===== src/rtl/rtc_timekeeper.sv =====
// Time-of-day counter: 1 Hz prescaler plus hour/min/sec fields with carries,
// and a set mode where key pulses step the time using the same carry chain.
module rtc_timekeeper #(
   parameter int unsigned TICK_DIV = 1000,
   parameter logic [1:0]  SET_MODE = 2'b10
) (
   input  logic        clk,
   input  logic        rst,
   input  logic [1:0]  mode,
   input  logic        en,
   input  logic        hourkey,
   input  logic        minkey,
   input  logic        seckey,
   output logic [17:0] cur_clock,
   output logic        sec_tick,
   output logic        min_tick,
   output logic        hour_tick
);

   localparam int unsigned DW = (TICK_DIV > 2) ? $clog2(TICK_DIV) : 1;
   localparam logic [DW-1:0] DIV_LAST = DW'(TICK_DIV - 1);

   typedef enum logic [1:0] {OP_RUN, OP_HOLD, OP_SET} op_e;

   op_e           op;
   logic [5:0]    hour, min, sec;
   logic [5:0]    hour_n, min_n, sec_n;
   logic [DW-1:0] div, div_n;
   logic          run_adv;
   logic          adv_sec, adv_min, adv_hour;
   logic          sec_wrap, min_wrap;

   always_comb begin
      if (mode == SET_MODE) op = OP_SET;
      else if (en)          op = OP_RUN;
      else                  op = OP_HOLD;
   end

   assign sec_wrap = (sec == 6'd59);
   assign min_wrap = (min == 6'd59);

   // One carry chain serves both the prescaler advance and the set keys;
   // the key priority only decides which stage the chain is entered at.
   always_comb begin
      run_adv  = 1'b0;
      adv_sec  = 1'b0;
      adv_min  = 1'b0;
      adv_hour = 1'b0;
      div_n    = div;
      case (op)
         OP_RUN: begin
            if (div == DIV_LAST) begin
               div_n   = '0;
               run_adv = 1'b1;
               adv_sec = 1'b1;
            end else begin
               div_n = div + DW'(1);
            end
         end
         OP_SET: begin
            div_n = '0;
            if (seckey)       adv_sec  = 1'b1;
            else if (minkey)  adv_min  = 1'b1;
            else if (hourkey) adv_hour = 1'b1;
         end
         default: ;
      endcase
      if (adv_sec && sec_wrap) adv_min  = 1'b1;
      if (adv_min && min_wrap) adv_hour = 1'b1;
   end

   always_comb begin
      sec_n  = sec;
      min_n  = min;
      hour_n = hour;
      if (adv_sec)  sec_n  = sec_wrap ? '0 : sec + 6'd1;
      if (adv_min)  min_n  = min_wrap ? '0 : min + 6'd1;
      if (adv_hour) hour_n = (hour == 6'd23) ? '0 : hour + 6'd1;
   end

   always_ff @(posedge clk or posedge rst) begin
      if (rst) begin
         hour      <= '0;
         min       <= '0;
         sec       <= '0;
         div       <= '0;
         sec_tick  <= 1'b0;
         min_tick  <= 1'b0;
         hour_tick <= 1'b0;
      end else begin
         hour      <= hour_n;
         min       <= min_n;
         sec       <= sec_n;
         div       <= div_n;
         sec_tick  <= run_adv;
         min_tick  <= run_adv && sec_wrap;
         hour_tick <= run_adv && sec_wrap && min_wrap;
      end
   end

   assign cur_clock = {hour, min, sec};

endmodule


===== config.mk =====
export PLATFORM = sky130hd
export DESIGN_NAME = rtc_timekeeper
export DESIGN_NICKNAME = d
export VERILOG_FILES = /design/src/rtl/rtc_timekeeper.sv
export SDC_FILE = /design/constraint.sdc
export NUM_CORES = 1
export LEC_CHECK = 0
export CAP_MARGIN = 20
export CORE_UTILIZATION = 40
export DETAILED_ROUTE_END_ITERATION = 16
export PLACE_DENSITY = 0.66
export SYNTH_ARGS = -nofsm -noshare
export SYNTH_HDL_FRONTEND = slang
export SYNTH_SLANG_ARGS = --single-unit

===== constraint.sdc =====
create_clock -name clk -period 1.9 [get_ports clk]
set_input_delay 0.38 -clock clk [delete_from_list [all_inputs] [get_ports clk]]
set_output_delay 0.38 -clock clk [all_outputs]
set_load 0.02 [all_outputs]

==> flow_summary.toml <==
[flow_run]
max_cap_viol_count = 0

[global_routing]
grt_max_degree = 20
antenna_found_initial = 0
grt-ovfl-total = 0
grt_pass1_wl_um = 6090
first_global_vias = 1364
grt_util_all_layers = 0.192

[route]
dr.pass1.iters = 5
drc = 0
wl_per_cell_um = 13.7
drt_iter0_drc = 130
postRouteAntennaNets = 0
drt_wl_total_um = 3580
viasPerCell = 5.48
vias = 1437

[timing]
period_share = 0.976
relSlewSlack = 0.625
min_period_ns = 1.85
worstMarginPinSlew_ns = 0.560
rsz0062_at_grt = "true"
hold_viol = 0
slew_viol_final = 0
clock.fmax_ghz = 0.539
final-setup-viol-count = 0
clock_skew_ns = 0.00439

[pwr]
p_leak_nw = 0.914
irDropWorstVdd_uv = 604
power_w = 0.00213
p_per_area_mw_per_mm2 = 976

[synth]
yosysWarnings = 0
syn_area_mm2 = 0.00158
synthXorXnorAreaFrac = 0.0221
yosys.area_share.simple = 0.207
synth_top_family_by_area = "simple AND/OR/NAND/NOR gates"
synth_area_leaders = "dfrtp_1, o21ai_0, nand2_1"
synth_fa_ha_area_frac = 0.0316
ys_seq_elements = 31
syn_nets = 172
yosysSeqAreaShare = 0.490
synth_compound_area_frac = 0.194
synthMuxAreaShare = 0.0379
synthCells = 160
synth_top_area_frac = 0.490
netlist.top_cell.by_area = "dfrtp_1"
synth.distinct_cells = 39
avgSynthCellArea_um2 = 9.89

[finish]
insertedDiodeCount = 0
layout-drive-gt1-share = 0.210
final_common_cell = "dfrtp_1"
nets = 227
syn2layout_area_growth_pct = 38.0
fin_util = 0.588
layout_common_cells = "dfrtp_1, clkdlybuf4s50_1, buf_4, nand2_1, o21ai_0"

[clock_tree]
root_buffer = "clkbuf_8"
cts.path.max_buffers = 2
numClockSinks = 31
path_clk_slew_ns = 0.06
numCtsBuffers = 5
cts_tree = "done"
clk_latency_ns = 0.28
h-tree-depth = 2
cts_hold_buf = 0

[critical_path]
cp.required_ns = 2.08
cp_top_family = "compound AO/OA/AOI/OAI gates"
crit_chain = "ha_2 -> nand4b_1 -> or3_4 -> o21ai_2 -> a21oi_2 -> a41o_1 -> o31ai_1"
end_kind = "register"
max_stage_delay_ns = 0.38
cp_max_fo = 8
criticalPathCategory = "reg2reg"
crit_path_top_delay_cell = "or3_4"
startpoint_type = "register"
worstPathArrival_ns = 2.04
critPathBufInv = 0

[floorplan]
die_area_mm2 = 0.00421
die_h_um = 64.9
start_util = 0.426
coreArea_mm2 = 0.00372
rows = 22
die_w_um = 64.9
ios = 29

[place]
gp_congestion = 0.878
dp_hpwl_um = 2710
io_buffers = 28

[outcome]
outcome = "finished clean"

[worst_hold_path]
min_path_type = "in2async"
==> kinds of logic (layout without fill, tap and decap cells) <==
kind of cell / count (synthesis) / count (layout)
and+or+nand+nor: 64 / 64
AOI/OAI and AO/OA: 47 / 47
DFF: 31 / 31
muxes: 5 / 5
buffers and inverters: 5 / 59
adders and majority gates: 4 / 4
xor gates and xnor gates: 4 / 4
==> timing repair <==
item / 4_1_cts / 5_1_grt
gates resized for setup: 1 / 11
endpoints found under the setup margin: 3 / 11
buffers inserted: 0 / 1
pin swaps: 0 / 1
==> through the flow <==
stage	worst slack, ns	std cells	TNS, ns	hold WS, ns	area, um2
after floorplan	-0.0735	160	-0.0735	0.445	1590
after global placement	-0.153	255	-1.66	0.477	2080
after detailed placement	-0.238	255	-2.79	0.483	2080
after CTS	0.00678	261	0	0.415	2150
after global routing	-0.0392	262	-0.0660	0.461	2180
final	0.0458	262	0	0.409	2180
==> synthesized netlist by cell type <==
cell       n
dfrtp_1   31
o21ai_0   23
nand2_1   18
nor2_1    13
nand3_1    9
o31ai_1    8
ha_1       4
mux2_2     4
nand4_1    4
nor2b_1    4
a31oi_1    3
inv_1      3
nor3_1     3
a21oi_1    2
and2_0     2
nand2b_1   2
o211ai_1   2
or3_1      2
xnor2_1    2
xor2_1     2
a21o_1     1
a21oi_4    1
a22o_1     1
a41o_1     1
and2_1     1
buf_6      1
clkbuf_1   1
mux2_4     1
nand2b_4   1
nand4_2    1
nand4b_1   1
nor3b_1    1
nor4_1     1
nor4b_1    1
o21a_1     1
o21ai_1    1
o21ai_4    1
o31a_1     1
o41ai_1    1
==> report_power, final <==
group	total, W	switching [W]	internal, W
clock	0.000477	0.000233	0.000244
combinational	0.000713	0.000342	0.000371
sequential	0.000942	0.000164	0.000778
total	0.00213	0.000739	0.00139
==> layout make-up <==
type                            instances  area, um2
Clock buffer                            6       72.6
Fill cell                             321       1530
Inverter                                3       11.3
Multi-Input combinational cell        124        816
Sequential cell                        31        776
Tap cell                               48       60.1
Timing Repair Buffer                   50        449
==> flip-flops by register name (all words and copies together), names as in the netlist <==
signal and count:
div 10, hour 6, min 6, sec 6, hour_tick 1, min_tick 1, sec_tick 1
==> worst min-delay path, delay by kind of cell <==
family	cells	cell delay [ns]
buffers and inverters	3	0.67
==> routing by layer <==
metal / global-route usage / vias to the layer above / wire length (um)
met5: 0 / - / 0
met4: 0.108 / 0 / 74
met3: 0.0387 / 8 / 136
met2: 0.333 / 40 / 1800
met1: 0.218 / 692 / 1570
li1: - / 697 / -
==> path summary, 6_finish.rpt <==
| check | to | start | slack (ns) | cells after the start |
|---|---|---|---|---|
| worst max register to register | hour[3]$_DFFE_PP0P_ | div[0]$_DFFE_PP0P_ | 0.05 | 7 |
| max in group asynchronous | sec[3]$_DFFE_PP0P_ | rst | 1.25 | 3 |
| min in group clk | hour[5]$_DFFE_PP0P_ | hour[5]$_DFFE_PP0P_ | 0.49 | 1 |
| worst min-delay path | min[2]$_DFFE_PP0P_ | rst | 0.41 | 3 |
| worst min register to register | hour[5]$_DFFE_PP0P_ | hour[5]$_DFFE_PP0P_ | 0.49 | 1 |
| worst max-delay path | hour[3]$_DFFE_PP0P_ | div[0]$_DFFE_PP0P_ | 0.05 | 7 |
No activity file was read; power rests on OpenSTA's default activity.
